File: src/rtl/fetch_unit_hs.sv
// Instruction fetch stage: holds the PC, fetches over a req/ack memory handshake and
// hands {instr, pc, pc_plus} to decode through a one-entry valid/ready buffer.
module fetch_unit_hs #(
    parameter int              DATA_W   = 16,
    parameter int              PC_W     = 16,
    parameter int              PC_INC   = 2,
    parameter logic [PC_W-1:0] RESET_PC = '0,
    parameter logic [4:0]      HALT_OP  = 5'b00000
) (
    input  logic              clk,
    input  logic              rst,
    input  logic              redirect_valid,
    input  logic [PC_W-1:0]   redirect_pc,
    output logic              mem_req,
    output logic [PC_W-1:0]   mem_addr,
    input  logic              mem_ack,
    input  logic [DATA_W-1:0] mem_rdata,
    output logic              out_valid,
    input  logic              out_ready,
    output logic [DATA_W-1:0] out_instr,
    output logic [PC_W-1:0]   out_pc,
    output logic [PC_W-1:0]   out_pc_plus,
    output logic              halted,
    output logic [1:0]        state_dbg
);

    // Handshakes: memory side transfers when mem_req && mem_ack; decode side transfers
    // when out_valid && out_ready. A redirect cancels both transfers in its cycle.
    typedef enum logic [1:0] {
        S_REQ    = 2'd0,
        S_FULL   = 2'd1,
        S_HALTED = 2'd2
    } state_t;

    localparam logic [PC_W-1:0] INC = PC_W'(PC_INC);

    state_t          state_q, state_d;
    logic [PC_W-1:0] pc;
    logic            halt_seen;
    logic            is_halt;

    assign is_halt   = (mem_rdata[DATA_W-1 -: 5] == HALT_OP);
    assign mem_addr  = pc;
    assign state_dbg = state_q;

    always_comb begin
        state_d = state_q;
        mem_req = 1'b0;
        halted  = 1'b0;
        case (state_q)
            S_REQ: begin
                mem_req = !rst;
                if (mem_ack) state_d = S_FULL;
            end
            S_FULL: begin
                if (out_ready) state_d = halt_seen ? S_HALTED : S_REQ;
            end
            S_HALTED: begin
                halted = 1'b1;
            end
            default: state_d = S_REQ;
        endcase
        if (redirect_valid) state_d = S_REQ;
    end

    always_ff @(posedge clk) begin
        if (rst) begin
            state_q <= S_REQ;
        end else begin
            state_q <= state_d;
        end
    end

    always_ff @(posedge clk) begin
        if (rst) begin
            pc          <= RESET_PC;
            out_valid   <= 1'b0;
            out_instr   <= '0;
            out_pc      <= '0;
            out_pc_plus <= '0;
            halt_seen   <= 1'b0;
        end else if (redirect_valid) begin
            pc        <= redirect_pc;
            out_valid <= 1'b0;
            halt_seen <= 1'b0;
        end else begin
            if (state_q == S_REQ && mem_ack) begin
                out_instr   <= mem_rdata;
                out_pc      <= pc;
                out_pc_plus <= pc + INC;
                out_valid   <= 1'b1;
                pc          <= pc + INC;
                halt_seen   <= is_halt;
            end
            if (state_q == S_FULL && out_ready) begin
                out_valid <= 1'b0;
            end
        end
    end

endmodule

File: config.mk
export PLATFORM = sky130hd
export DESIGN_NAME = fetch_unit_hs
export DESIGN_NICKNAME = d
export VERILOG_FILES = /design/src/rtl/fetch_unit_hs.sv
export SDC_FILE = /design/constraint.sdc
export NUM_CORES = 1
export LEC_CHECK = 0
export CORE_UTILIZATION = 48
export DETAILED_ROUTE_END_ITERATION = 10
export MAX_ROUTING_LAYER = met4
export PLACE_DENSITY = 0.85
export SETUP_SLACK_MARGIN = 0.4
export SLEW_MARGIN = 20
export SYNTH_ARGS = -nofsm -noshare
export SYNTH_HDL_FRONTEND = slang
export SYNTH_SLANG_ARGS = --single-unit
export TNS_END_PERCENT = 50
File: constraint.sdc
create_clock -name clk -period 3.1 [get_ports clk]
set_input_delay 0.62 -clock clk [delete_from_list [all_inputs] [get_ports clk]]
set_output_delay 0.62 -clock clk [all_outputs]
set_load 0.05 [all_outputs]
==> summary.log <==
INFO  synth          synthMuxAreaShare=0.0143
INFO  place          dp.final_hpwl=5050um
INFO  global_routing grt_antenna_before_repair=0
INFO  global_routing grt_overflow_total=0
INFO  place          place.gp.congestion=0.827
INFO  timing         grt_setup_unrepaired=false
INFO  timing         hold_violations=0
INFO  worst_setup_path setup.worst_path.end_class=output pin
INFO  global_routing met3_usage=0.0537
INFO  place          placed_cells_incl_taps=509
INFO  synth          syn-num-nets=394
INFO  power_and_ir_drop powerDensity=485mW/mm^2
INFO  floorplanning  ioPinCount=106
INFO  layout         final_nets=486
INFO  clock_network  cts.htree.levels=3
INFO  clock_network  clock_insertion_delay_worst_skew=0.32ns
INFO  synth          syn_avg_cell_area=8.12um^2
INFO  synth          synth_cell_type_count=43
INFO  power_and_ir_drop power_internal=1.37mW
INFO  clock_network  cts_made_buffers=9
INFO  synth          synth.area.top_cells=dfxtp_1 (46%), nand2_1 (9.6%), a21oi_1 (8.0%)
INFO  worst_setup_path crit-reg2reg-launch=mem_addr[6]
INFO  floorplanning  starting_density_of_the_core=0.513
INFO  worst_setup_path critical_path_required=2.48ns
INFO  detailed_routing drc=0
INFO  worst_setup_path crit_type=flip-flop to output pin
INFO  outcome        status=completed
INFO  layout         mostFrequentLayoutCell=clkdlybuf4s50_1
INFO  global_routing globalRouteMet2Util=0.374
INFO  floorplanning  die_w=79.6um
INFO  clock_network  clk_root_buffer_cell=clkbuf_8
INFO  layout         fin_util=0.724
INFO  clock_network  longest_clk_path_bufs=2
INFO  synth          post_synth_fa_ha_maj_area_fraction=0.00433
INFO  clock_network  cts_hold_buffers=0
INFO  worst_setup_path worstReg2RegEnd=out_pc_plus[15]
INFO  synth          synth_enable_flop_cells=0
INFO  power_and_ir_drop power_share_of_the_clock_group=0.298
INFO  run            maxCapViolCount=0
INFO  global_routing first_global_vias=2,517
INFO  detailed_routing vias=2,807
INFO  synth          async_reset_ff_frac=0
INFO  synth          synth_warnings=0
INFO  clock_network  cts_resized=0
INFO  detailed_routing drtAntennaViolNets=0
INFO  detailed_routing via_per_inst=5.38
INFO  place          buffer_ports.inserted=105
INFO  worst_setup_path r2r_setup_slack=1.10ns
INFO  floorplanning  placeableCoreArea=0.00564mm^2
INFO  power_and_ir_drop ir_worst_vdd=300uV
INFO  clock_network  post-cts-setup-buffer-count=0
INFO  clock_network  count_of_clock_tree_sinks=67
INFO  floorplanning  chipHeight=79.6um
INFO  timing         layout_min_cycle_time=2.49ns
INFO  global_routing globalRouteTotalUtil=0.252
INFO  worst_setup_path r2r_cells=4
INFO  hold_path      worstHoldEndpoint=out_pc[1]
INFO  timing         final.setup.tns=0ns
INFO  floorplanning  std_cell_rows=27
INFO  timing         clock-skew-final=0.00602ns
INFO  power_and_ir_drop netSwitchingPower=0.609mW
INFO  layout         antenna_cells_inserted=0
INFO  hold_path      hold_start=out_pc[1]
INFO  power_and_ir_drop switching_share=0.307
INFO  synth          synthDominantCellAreaShare=0.464
INFO  synth          synth_largest_area_cell=dfxtp_1
INFO  layout         flow.area_growth_from_synthesis=41.3%
INFO  layout         drive_gt1_frac=0.0533
INFO  global_routing grt_start_max_net_pins=65
INFO  synth          synth_xor_xnor_area_share=0.0636
INFO  timing         slew-limit-headroom=0.560
INFO  layout         num-fill-cells=452
INFO  global_routing grt_util_met1=0.326
INFO  hold_path      hp-class=flip-flop to flip-flop
INFO  power_and_ir_drop comb_power_share=0.221
INFO  timing         report.final.setup_viol=0
INFO  synth          synth_compound_gate_area_share=0.162
INFO  synth          synthesis.instances=356
INFO  detailed_routing drt_pass1_iterations=6
INFO  hold_path      worstHoldPathCells=2
INFO  timing         worst-slew-pin-transition=0.660ns
INFO  detailed_routing routed_wirelength=7390um
INFO  detailed_routing post_drt_wl_per_cell=14.2um
INFO  synth          synth_simple_gate_area_frac=0.231
INFO  timing         timing.final.crit_share=0.803
INFO  detailed_routing count_of_routing_violations_after_the_opening_detailed_route_iteration=225
INFO  worst_setup_path worst_setup_path_start_kind=flip-flop
INFO  layout         layout.cells.most_common_list=clkdlybuf4s50_1 (104), nand2_1 (74), dfxtp_1 (67)
INFO  synth          synth_top_flop_cell=dfxtp_1
INFO  timing         finalMaxSlewViolations=0
INFO  global_routing global_route.peak_usage_layer=met2
INFO  synth          netlist_area_pre_place=0.00289mm^2
INFO  synth          postSynthRegisterBits=67
INFO  worst_setup_path path_max_fanout=8
INFO  global_routing grt_first_pass_wirelength=12,100um
INFO  floorplanning  dieArea=0.00634mm^2
INFO  clock_network  clkSlewWorstSetupHoldPaths=0.07ns
INFO  worst_setup_path worstPathArrival=1.87ns
INFO  synth          synth_top_family_by_area=simple AND/OR/NAND/NOR gates
INFO  power_and_ir_drop cellLeakagePower=1.41nW
INFO  timing         peak_freq=402MHz
INFO  clock_network  cts_tree=done
INFO  power_and_ir_drop p_seq_frac=0.480
INFO  layout         instances_no_fill=522
INFO  synth          synth_seq_area_share=0.464
[power groups by stage]
stage	Sequential [mW]	Clock, mW	Combinational, mW
after global routing	0.958	0.643	0.466
after detailed placement	0.971	0	0.438
after global placement	0.970	0	0.431
final	0.953	0.592	0.438
after CTS	0.952	0.606	0.440
after floorplan	1.11	0	0.138
[flip-flops by register name, indices dropped and copies added (netlist names)]
| signal | flops |
|---|---|
| mem_addr | 16 |
| out_instr | 16 |
| out_pc | 16 |
| out_pc_plus | 15 |
| state_dbg | 2 |
| halt_seen | 1 |
| out_valid | 1 |
[cell usage after synthesis, drive strengths merged, types with 5 or more instances]
cell and count:
nand3 5, dfxtp 67, inv 11, buf 11, a211oi 16, clkbuf 18
xnor2 17, nand2 74, nor4 7, nor2 29, nor3 11, a21oi 46
[critical path, cell delays in order, from the launching register on]
cell	delay, ns
dfxtp_1	0.46
inv_1	0.11
nor2_1	0.15
clkdlybuf4s50_1	0.83
[per-stage QoR]
step	instance area (um^2)	power (mW)	setup slack (ns)	hold slack (ns)
finish	4090	1.98	0.612	0.454
global route	4090	2.07	0.493	0.477
CTS	4090	2.00	0.594	0.456
detailed placement	3940	1.41	0.648	0.446
global placement	3940	1.40	0.717	0.441
floorplan	2890	1.24	0.426	0.457
[metal layers]
layer	wire, um	share of wire
met2	3530	0.48
met4	154	0.021
met5	0	0
met3	419	0.057
met1	3290	0.44
[worst max-delay path by stage]
| stage | from | end | slack, ns | depth (start not counted) |
|---|---|---|---|---|
| 2_1_floorplan | rst | mem_req | 0.43 | 3 |
| 3_3_place_gp | mem_ack | out_pc_plus[9] | 0.72 | 6 |
| 3_5_place_dp | mem_ack | out_pc_plus[3] | 0.65 | 6 |
| 4_1_cts | state_dbg[1] | halted | 0.59 | 3 |
| 5_1_grt | state_dbg[1] | halted | 0.49 | 3 |
| 6_report | state_dbg[1] | halted | 0.61 | 3 |
[cell families after synthesis]
family | Yosys count
AO/OA/AOI/OAI | 78
buffers and inverters | 40
AND/OR/NAND/NOR | 145
multiplexers | 4
adder cells (fa/ha/maj) | 1
XOR/XNOR | 21
flip-flops | 67
[cell type report]
cell class / instances / area [um^2] / area share
inverters: 11 / 41.3 / 0.0101
flip-flops and latches: 67 / 1340 / 0.328
multi-input cells: 249 / 1380 / 0.338
clock buffers: 13 / 149 / 0.0364
repair buffers: 110 / 1080 / 0.265
well taps: 72 / 90.1 / 0.0221
Note: power is estimated with default switching activity, not from simulation.
